### src/rtl/axis_bridge_pkg.sv
// Shared definitions for the AXIS bridge TX path: count-word field positions
// and the byte-count FSM state encoding.
package axis_bridge_pkg;

  localparam int CNT_LEN_MSB  = 15;
  localparam int CNT_OVS_BIT  = 16;
  localparam int CNT_RUNT_BIT = 17;
  localparam int CNT_KERR_BIT = 18;
  localparam int CNT_SEQ_LSB  = 24;

  typedef enum logic {
    IDLE   = 1'b0,
    IN_PKT = 1'b1
  } bc_state_e;

endpackage

### src/rtl/axis_keep_decode.sv
// Combinational tkeep decode: number of enabled bytes and whether the enables
// form a contiguous low-aligned run (0..01..1).
module axis_keep_decode #(
  parameter int KEEP_W = 8,
  parameter int CNT_W  = $clog2(KEEP_W + 1)
) (
  input  logic [KEEP_W-1:0] keep_i,
  output logic [CNT_W-1:0]  bytes_o,
  output logic              contig_o
);

  logic [KEEP_W-1:0] keep_inc;

  always_comb begin
    bytes_o = '0;
    for (int i = 0; i < KEEP_W; i++) begin
      bytes_o = bytes_o + CNT_W'(keep_i[i]);
    end
  end

  // A low-aligned run of ones has no carry landing on a set bit when incremented.
  assign keep_inc = keep_i + {{(KEEP_W-1){1'b0}}, 1'b1};
  assign contig_o = ((keep_i & keep_inc) == '0);

endmodule

### src/rtl/axis_tx_bytecnt.sv
// TX AXI-Stream tap: passes the stream through unchanged, measures each frame's
// byte length and writes one count/status word per frame into the count FIFO.
import axis_bridge_pkg::*;

module axis_tx_bytecnt #(
  parameter int DATA_W    = 64,
  parameter int KEEP_W    = 8,
  parameter int MIN_BYTES = 60,
  parameter int MAX_BYTES = 9600
) (
  input  logic              clk,
  input  logic              reset,
  input  logic [DATA_W-1:0] s_tdata,
  input  logic [KEEP_W-1:0] s_tkeep,
  input  logic              s_tvalid,
  input  logic              s_tlast,
  output logic              s_tready,
  output logic [DATA_W-1:0] m_tdata,
  output logic [KEEP_W-1:0] m_tkeep,
  output logic              m_tvalid,
  output logic              m_tlast,
  input  logic              m_tready,
  output logic              cnt_wren,
  output logic [31:0]       cnt_data,
  input  logic              cnt_wrfull,
  output logic [31:0]       frm_total
);

  localparam int CW = $clog2(KEEP_W + 1);

  bc_state_e   state_q, state_d;
  logic [16:0] acc_q, acc_d;
  logic        kerr_q, kerr_d;
  logic [31:0] pend_q, pend_d;
  logic        pend_valid_q, pend_valid_d;
  logic [7:0]  seq_q, seq_d;
  logic [31:0] frm_total_q, frm_total_d;

  logic [CW-1:0] beat_bytes;
  logic          beat_contig;
  logic          stall;
  logic          beat;
  logic          beat_kerr;
  logic          frame_kerr;
  logic [16:0]   acc_base;
  logic [17:0]   sum_wide;
  logic [16:0]   total;
  logic [15:0]   len_clamped;
  logic [31:0]   word;

  axis_keep_decode #(
    .KEEP_W (KEEP_W),
    .CNT_W  (CW)
  ) u_keep_decode (
    .keep_i   (s_tkeep),
    .bytes_o  (beat_bytes),
    .contig_o (beat_contig)
  );

  // Handshake: a beat transfers on both sides in the same cycle when
  // s_tvalid & s_tready; ready never depends on valid. While a count word
  // waits on a full FIFO the whole stream is held so no word can be lost.
  assign stall    = pend_valid_q & cnt_wrfull;
  assign s_tready = m_tready & ~stall & ~reset;
  assign m_tvalid = s_tvalid & ~stall & ~reset;
  assign m_tdata  = s_tdata;
  assign m_tkeep  = s_tkeep;
  assign m_tlast  = s_tlast;
  assign beat     = s_tvalid & s_tready;

  assign cnt_wren  = pend_valid_q & ~cnt_wrfull;
  assign cnt_data  = pend_q;
  assign frm_total = frm_total_q;

  assign beat_kerr  = ~beat_contig
                    | (~s_tlast & (s_tkeep != '1))
                    | (s_tlast & (s_tkeep == '0));
  assign frame_kerr = ((state_q == IN_PKT) & kerr_q) | beat_kerr;

  // Saturating accumulate; in IDLE the frame starts from this beat alone.
  assign acc_base    = (state_q == IN_PKT) ? acc_q : 17'd0;
  assign sum_wide    = {1'b0, acc_base} + 18'(beat_bytes);
  assign total       = sum_wide[17] ? 17'h1FFFF : sum_wide[16:0];
  assign len_clamped = total[16] ? 16'hFFFF : total[15:0];

  always_comb begin
    word                           = '0;
    word[CNT_LEN_MSB:0]            = len_clamped;
    word[CNT_OVS_BIT]              = (total > 17'(MAX_BYTES));
    word[CNT_RUNT_BIT]             = (total < 17'(MIN_BYTES));
    word[CNT_KERR_BIT]             = frame_kerr;
    word[CNT_SEQ_LSB +: 8]         = seq_q;
  end

  always_comb begin
    state_d      = state_q;
    acc_d        = acc_q;
    kerr_d       = kerr_q;
    pend_d       = pend_q;
    pend_valid_d = pend_valid_q;
    seq_d        = seq_q;
    frm_total_d  = frm_total_q;
    if (cnt_wren) begin
      pend_valid_d = 1'b0;
    end
    // A closing beat in the same cycle as a write-out reloads pend, keeping it valid.
    if (beat) begin
      if (s_tlast) begin
        state_d      = IDLE;
        acc_d        = '0;
        kerr_d       = 1'b0;
        pend_d       = word;
        pend_valid_d = 1'b1;
        seq_d        = seq_q + 8'd1;
        frm_total_d  = frm_total_q + 32'd1;
      end else begin
        state_d = IN_PKT;
        acc_d   = total;
        kerr_d  = frame_kerr;
      end
    end
  end

  always_ff @(posedge clk or posedge reset) begin
    if (reset) begin
      state_q      <= IDLE;
      acc_q        <= '0;
      kerr_q       <= 1'b0;
      pend_q       <= '0;
      pend_valid_q <= 1'b0;
      seq_q        <= '0;
      frm_total_q  <= '0;
    end else begin
      state_q      <= state_d;
      acc_q        <= acc_d;
      kerr_q       <= kerr_d;
      pend_q       <= pend_d;
      pend_valid_q <= pend_valid_d;
      seq_q        <= seq_d;
      frm_total_q  <= frm_total_d;
    end
  end

endmodule
### config.mk
export PLATFORM = sky130hd
export DESIGN_NAME = axis_tx_bytecnt
export DESIGN_NICKNAME = d
export VERILOG_FILES = /design/src/rtl/axis_bridge_pkg.sv /design/src/rtl/axis_keep_decode.sv /design/src/rtl/axis_tx_bytecnt.sv
export SDC_FILE = /design/constraint.sdc
export NUM_CORES = 1
export LEC_CHECK = 0
export ABC_AREA = 0
export BUFFER_PORTS_ARGS = -buffer_cell sky130_fd_sc_hd__buf_2
export CAP_MARGIN = 15
export CORE_MARGIN = 5
export CORE_UTILIZATION = 35
export DETAILED_ROUTE_END_ITERATION = 7
export HOLD_SLACK_MARGIN = 0.1
export PLACE_DENSITY = 0.57
export SETUP_SLACK_MARGIN = 0.05
export SYNTH_ARGS = -nofsm -noshare
export SYNTH_HDL_FRONTEND = slang
export SYNTH_HIERARCHICAL = 1
export SYNTH_SLANG_ARGS = --single-unit
export TNS_END_PERCENT = 30
### constraint.sdc
create_clock -name clk -period 3.9 [get_ports clk]
set_clock_uncertainty 0.15 [all_clocks]
set_input_delay 0 -clock clk [delete_from_list [all_inputs] [get_ports clk]]
set_output_delay 0 -clock clk [all_outputs]
set_load 0.1 [all_outputs]
==> results.sh, run 1 <==
export IMPL_outcome="finished with violations"
export IMPL_violations="negative setup slack"
export IMPL_clkTransAtPathRegs_ps=70
export IMPL_die_height_um=132
export IMPL_final_cell_mix="dfrtp_1, buf_2, nand2_1"
export IMPL_cts_made_buffers=9
export IMPL_h_tree_depth=3
export IMPL_fmax_mhz=252
export IMPL_ios=218
export IMPL_async_reset_ff_share_pct=100
export IMPL_drt_pass1_iter_count=4
export IMPL_power_mw=3.59
export IMPL_max_cap_viol_count=0
export IMPL_drt_iter0_markers=244
export IMPL_final_core_util_pct=47.2
export IMPL_grt_setup_unrepaired="yes"
export IMPL_required_ps=3980
export IMPL_gp_congestion=0.883
export IMPL_start_kind="input pin"
export IMPL_arrival_ps=4060
export IMPL_drt_wl_total_um=14200
export IMPL_track_usage_pct=16.1
export IMPL_clock_sinks=87
export IMPL_path_common_cell="fa_1"
export IMPL_preCtsSetupSlack_ps=-510
export IMPL_hold_ws_ps=261
export IMPL_synth_area_per_cell_um2=9.30
export IMPL_die_x_um=132
export IMPL_ys_seq_area_share_pct=41.5
export IMPL_synth_seq_cells=87
export IMPL_cts_root_buf="clkbuf_16"
export IMPL_synth_edff_count=0
export IMPL_period_minus_slack_ps=3980
export IMPL_switching_share_pct=47.8
export IMPL_clockBufferDepth=2
export IMPL_critPathCaptureType="flop"
export IMPL_cpMaxStageDelayCell="fa_1"
export IMPL_seqPwrFrac_pct=31.1
export IMPL_worstMarginPinSlew_ps=1010
export IMPL_wire_per_inst_um=16.3
export IMPL_worst_path_buf_inv=5
export IMPL_clk_latency_ps=350
export IMPL_place_hpwl_um=9560
export IMPL_cts_tree="done"
export IMPL_combPwrFrac_pct=44.0
export IMPL_irDropWorstVdd_v=0.000573
export IMPL_start_util_pct=35.9
export IMPL_synth_cell_types=63
export IMPL_grt_pass1_wl_um=23600
export IMPL_nNetsFinal=779
export IMPL_yosys_warnings=6
export IMPL_powerDensity_mw_per_mm2=522
export IMPL_grt_overflow=0
export IMPL_final_common_cell="dfrtp_1"
export IMPL_num_rows=44
export IMPL_p_int_mw=1.87
export IMPL_drc=0
export IMPL_min_path_type="input pin to async pin"
export IMPL_crit_type="input pin to flop"
export IMPL_die_area_mm2=0.0175
export IMPL_crit_chain="buf_6 > fa_1 > inv_1 > fa_1 > fa_1 > inv_1 > ha_2 > inv_2 > fa_1 > inv_2 > fa_2 > a21o_4 > a2111oi_4 > o221ai_2 > o2111ai_2 > a211oi_2 > a32o_1"
export IMPL_port_buffers=84
export IMPL_diodes=0
export IMPL_post_route_period_util_pct=102
export IMPL_ys_flop_type="dfrtp_1"
export IMPL_clock_power_share_pct=24.9
export IMPL_drv_slew=0
export IMPL_switching_power_mw=1.72
export IMPL_core_mm2=0.0146
export IMPL_viasPerCell=5.06
export IMPL_hold_viol=0
export IMPL_synth_cell_area_mm2=0.00524
export IMPL_area_growth_pct=31.4
export IMPL_layout_setup_ws_ps=-75.5
export IMPL_p_leak_nw=3.25
export IMPL_synth_cells=564
export IMPL_worst_path_max_fanout=3
export IMPL_slew_headroom_pct=32.3
export IMPL_antenna_found_initial=0
export IMPL_grt_pass1_vias=4674
export IMPL_drive_gt1_share_pct=28.6
export IMPL_num_vias=4426
export IMPL_drtAntennaViolNets=0
export IMPL_cpLargestDelayFamily="adder cells"
export IMPL_setup_viol=12
export IMPL_grt_start_max_net_pins=55
export IMPL_slowest_delay_ps=520
[cell families (layout without fill, tap and decap cells)]
logic type | after synthesis | count (layout) | share of synthesized area (%)
and+or+nand+nor | 204 | 204 | 19.2
buffers and inverters | 116 | 238 | 14.2
AOI/OAI and AO/OA | 88 | 88 | 11.6
DFF | 87 | 87 | 41.5
xor gates and xnor gates | 47 | 47 | 7.85
adders and majority gates | 16 | 16 | 4.53
muxes | 5 | 5 | 0.978
other | 1 | 5 | 0.0715
[cells in the mapped netlist (all sizes together), types with 2 or more instances]
master | number | area share, %
dfrtp | 87 | 42
buf | 86 | 12
nand2 | 78 | 5.6
xnor2 | 40 | 6.7
nor2 | 38 | 2.7
nand3 | 29 | 2.9
a21oi | 18 | 1.9
inv | 18 | 1.3
nand4 | 17 | 2.0
o21ai | 15 | 1.4
clkbuf | 12 | 0.86
a31oi | 11 | 1.3
ha | 11 | 2.6
and3 | 9 | 1.1
and2 | 7 | 0.88
nor3 | 7 | 0.76
xor2 | 7 | 1.2
a22o | 6 | 1.0
a21o | 5 | 0.72
fa | 5 | 1.9
nor4 | 5 | 1.3
a2111oi | 4 | 0.81
a211oi | 4 | 0.57
mux2i | 4 | 0.76
nor2b | 4 | 0.48
o31ai | 4 | 0.57
a21boi | 3 | 0.43
and4 | 3 | 0.50
nand2b | 2 | 0.24
o2111ai | 2 | 0.33
o21bai | 2 | 0.29
o221ai | 2 | 0.33
o41ai | 2 | 0.33
or2 | 2 | 0.24
[per-layer routing]
layer / wire [um] / part of all wire (%) / vias up / track usage, %
met5: 0 / 0 / - / 0
met4: 179 / 1.3 / 0 / 4.41
met3: 888 / 6.2 / 16 / 4.08
met2: 7340 / 52 / 172 / 28.9
met1: 5820 / 41 / 2137 / 18.9
li1: - / - / 2101 / -
[tightest hold or removal path, delay by kind of cell]
kind     cells  cell delay, ps
buf+inv      3            1310
[power groups by stage]
| stage | sequential, mW | clock, mW | combinational (mW) |
|---|---|---|---|
| 3_5_place_dp | 1.13 | 0 | 1.19 |
| 4_1_cts | 1.12 | 0.922 | 1.54 |
| 2_1_floorplan | 1.65 | 0 | 0.709 |
| 5_1_grt | 1.13 | 0.954 | 1.66 |
| 6_report | 1.12 | 0.896 | 1.58 |
| 3_3_place_gp | 1.13 | 0 | 1.18 |
[cell type report]
cell class | count | area (um2)
clock inverter | 6 | 66.3
fill | 1344 | 7700
sequential | 87 | 2180
inverter | 18 | 68.8
clock buffer | 10 | 239
tap | 184 | 230
multi-input combinational | 365 | 2570
timing repair buffer | 204 | 1530
[registers in the layout, indices dropped and copies added (netlist names)]
register and cells:
acc_q 17, pend_valid_q 1, seq_q 8, cnt_data 27, kerr_q 1, frm_total 32
state_q 1
[timing repair]
item | CTS | global route
hold buffers | 73 | 0
endpoints found under the hold margin | 133 | 0
setup endpoints to repair | 35 | 33
pin swaps | 13 | 15
buffers inserted | 9 | 2
gates resized for setup | 28 | 23
[worst paths after layout]
check | slack, ps | to | cells past startpoint | startpoint
setup / recovery | -80 | cnt_data[17] | 17 | s_tkeep[0]
hold / removal | 260 | kerr_q | 3 | reset
setup reg to reg | 850 | cnt_data[17] | 9 | state_q
hold reg to reg | 310 | frm_total[31] | 1 | frm_total[31]
max in group asynchronous | 2370 | frm_total[30] | 4 | reset
min in group clk | 270 | m_tkeep[4] | 2 | s_tkeep[4]
[through the flow]
stage	std cells	setup TNS, ps	area (um2)
final	874	-280	6890
after global routing	874	-2780	6890
after CTS	873	-147	6770
after detailed placement	775	-13540	5560
after global placement	775	-12420	5560
after floorplan	568	-1630	5300
Note: power is estimated with default switching activity, not from simulation.
==> run 2, diff against run 1 <==
--- a/config.mk
+++ b/config.mk
@@ -9,11 +9,12 @@
 export BUFFER_PORTS_ARGS = -buffer_cell sky130_fd_sc_hd__buf_2
 export CAP_MARGIN = 15
 export CORE_MARGIN = 5
-export CORE_UTILIZATION = 35
+export CORE_UTILIZATION = 49
 export DETAILED_ROUTE_END_ITERATION = 7
 export HOLD_SLACK_MARGIN = 0.1
-export PLACE_DENSITY = 0.57
+export PLACE_DENSITY = 0.77
 export SETUP_SLACK_MARGIN = 0.05
+export SLEW_MARGIN = 40
 export SYNTH_ARGS = -nofsm -noshare
 export SYNTH_HDL_FRONTEND = slang
 export SYNTH_HIERARCHICAL = 1
==> results.sh, run 2 (synthesis gave the netlist of run 1 again) <==
export IMPL_slew_headroom_pct=50.4
export IMPL_grt_pass1_wl_um=22200
export IMPL_clkTransAtPathRegs_ps=90
export IMPL_drt_iter0_markers=373
export IMPL_path_depth=17
export IMPL_start_util_pct=50.6
export IMPL_worst_r2r_setup_slack_ps=860
export IMPL_violations="negative setup slack"
export IMPL_max_cap_viol_count=0
export IMPL_cts_root_buf="clkbuf_8"
export IMPL_layout_setup_ws_ps=-128
export IMPL_arrival_ps=4130
export IMPL_num_vias=4411
export IMPL_p_leak_nw=3.21
export IMPL_crit_chain="buf_6 > fa_1 > inv_1 > fa_1 > fa_1 > inv_1 > ha_2 > inv_2 > fa_2 > inv_2 > fa_2 > a21o_1 > a2111oi_2 > o221ai_1 > o2111ai_2 > a211oi_2 > a32o_1"
export IMPL_grt_overflow=0
export IMPL_outcome="finished with violations"
export IMPL_start_kind="input pin"
export IMPL_nNetsFinal=777
export IMPL_hold_viol=0
export IMPL_min_path_type="input pin to output port"
export IMPL_seq_area_mm2=0.00218
export IMPL_hold_depth=1
export IMPL_min_delay_start="s_tdata[55]"
export IMPL_worst_path_max_fanout=3
export IMPL_clk_latency_ps=360
export IMPL_r2r_end="cnt_data[17]"
export IMPL_die_height_um=113
export IMPL_fmax_mhz=248
export IMPL_die_area_mm2=0.0129
export IMPL_worst_path_buf_inv=5
export IMPL_design_area_mm2=0.00643
export IMPL_final_cell_mix="buf_2, dfrtp_1, nand2_1"
export IMPL_track_usage_pct=20.7
export IMPL_post_route_period_util_pct=103
export IMPL_critPathCaptureType="flop"
export IMPL_cpLargestDelayFamily="adder cells"
export IMPL_crit_type="input pin to flop"
export IMPL_grt_setup_unrepaired="yes"
export IMPL_fin_cells=824
export IMPL_viasPerCell=5.35
export IMPL_port_buffers=84
export IMPL_die_x_um=113
export IMPL_setup_viol=19
export IMPL_slowest_delay_ps=530
export IMPL_ios=218
export IMPL_drive_gt1_share_pct=37.4
export IMPL_h_tree_depth=3
export IMPL_grt_pass1_vias=4454
export IMPL_drt_pass1_iter_count=5
export IMPL_hold_end="m_tdata[55]"
export IMPL_multi_input_area_mm2=0.00259
export IMPL_antenna_found_initial=0
export IMPL_required_ps=4000
export IMPL_path_common_cell="fa_1"
export IMPL_dpl_cell_area_mm2=0.00549
export IMPL_largest_reg_flops=32
export IMPL_drv_slew=0
export IMPL_num_rows=37
export IMPL_period_minus_slack_ps=4030
export IMPL_wire_per_inst_um=16.7
export IMPL_r2r_start="state_q"
export IMPL_diodes=0
export IMPL_clock_sinks=87
export IMPL_drtAntennaViolNets=0
export IMPL_worstMarginPinSlew_ps=742
export IMPL_drc=0
export IMPL_cts_made_buffers=9
export IMPL_place_inst=726
export IMPL_place_hpwl_um=9000
export IMPL_irDropWorstVdd_v=0.000492
export IMPL_drt_wl_total_um=13800
export IMPL_core_mm2=0.0104
export IMPL_final_common_cell="buf_2"
export IMPL_powerDensity_mw_per_mm2=532
export IMPL_gp_congestion=0.907
export IMPL_cts_tree="done"
export IMPL_grt_start_max_net_pins=52
export IMPL_clockBufferDepth=2
export IMPL_area_growth_pct=22.7
export IMPL_cpMaxStageDelayCell="fa_1"
export IMPL_reg2reg_depth=9
export IMPL_num_fill_cells=867
run 2: cell types whose count changed in the layout (fill, tap and decap cells not counted), moves of 3 or more:
| cell | delta |
|---|---|
| clkbuf_16 | -9 |
| a21oi_1 | +3 |
| clkinv_2 | -3 |
| clkbuf_8 | +9 |
| dlygate4sd3_1 | -63 |
| buf_6 | -4 |
| xnor2_2 | -3 |
| buf_2 | +63 |
| a21oi_2 | -3 |
run 2: how the worst max path moves through the flow:
stage          startpoint            to  slack [ps]
6_report       s_tkeep[0]  cnt_data[17]        -130
5_1_grt        s_tkeep[1]   cnt_data[6]        -270
4_1_cts        s_tkeep[0]   cnt_data[7]         -70
3_5_place_dp   s_tkeep[0]  cnt_data[16]        -520
3_3_place_gp   s_tkeep[0]  cnt_data[17]        -470
2_1_floorplan  s_tkeep[0]   cnt_data[2]        -140
run 2: final cells by class:
type / count / area share, %
Multi-Input combinational cell: 365 / 40.2
Sequential cell: 87 / 33.8
Timing Repair Buffer: 202 / 18.5
Tap cell: 136 / 2.64
Clock buffer: 10 / 2.14
Clock inverter: 6 / 1.56
Inverter: 18 / 1.13
run 2: per-layer routing:
layer	GRT usage (%)	part of all wire, %	vias to the layer above
li1	-	-	2087
met1	27.6	41	2119
met2	35.1	51	175
met3	3.71	6.4	30
met4	4.97	2.1	0
met5	0	0	-
run 2: where the power goes:
part           internal (mW)  switching, mW
registers               1.01          0.107
clock network          0.391          0.356
logic                  0.330           1.23
run 2: per-stage QoR:
step	utilization (%)	power, mW	setup WS, ps	hold WS (ps)	setup TNS (ps)
5_1_grt	62.0	3.57	-272	123	-4710
2_1_floorplan	-	2.36	-139	-40.4	-1630
6_report	62.0	3.42	-128	122	-1110
3_3_place_gp	52.9	2.29	-467	-149	-11820
3_5_place_dp	53.0	2.31	-525	-149	-13210
4_1_cts	63.9	3.41	-66.5	264	-594
run 2: repair_timing:
item	CTS	global route
gates resized for setup	27	22
setup buffers	5	2
endpoints found under the hold margin	173	0
pin swaps	15	19
cloned	1	0
setup endpoints to repair	25	33
hold buffers	74	0
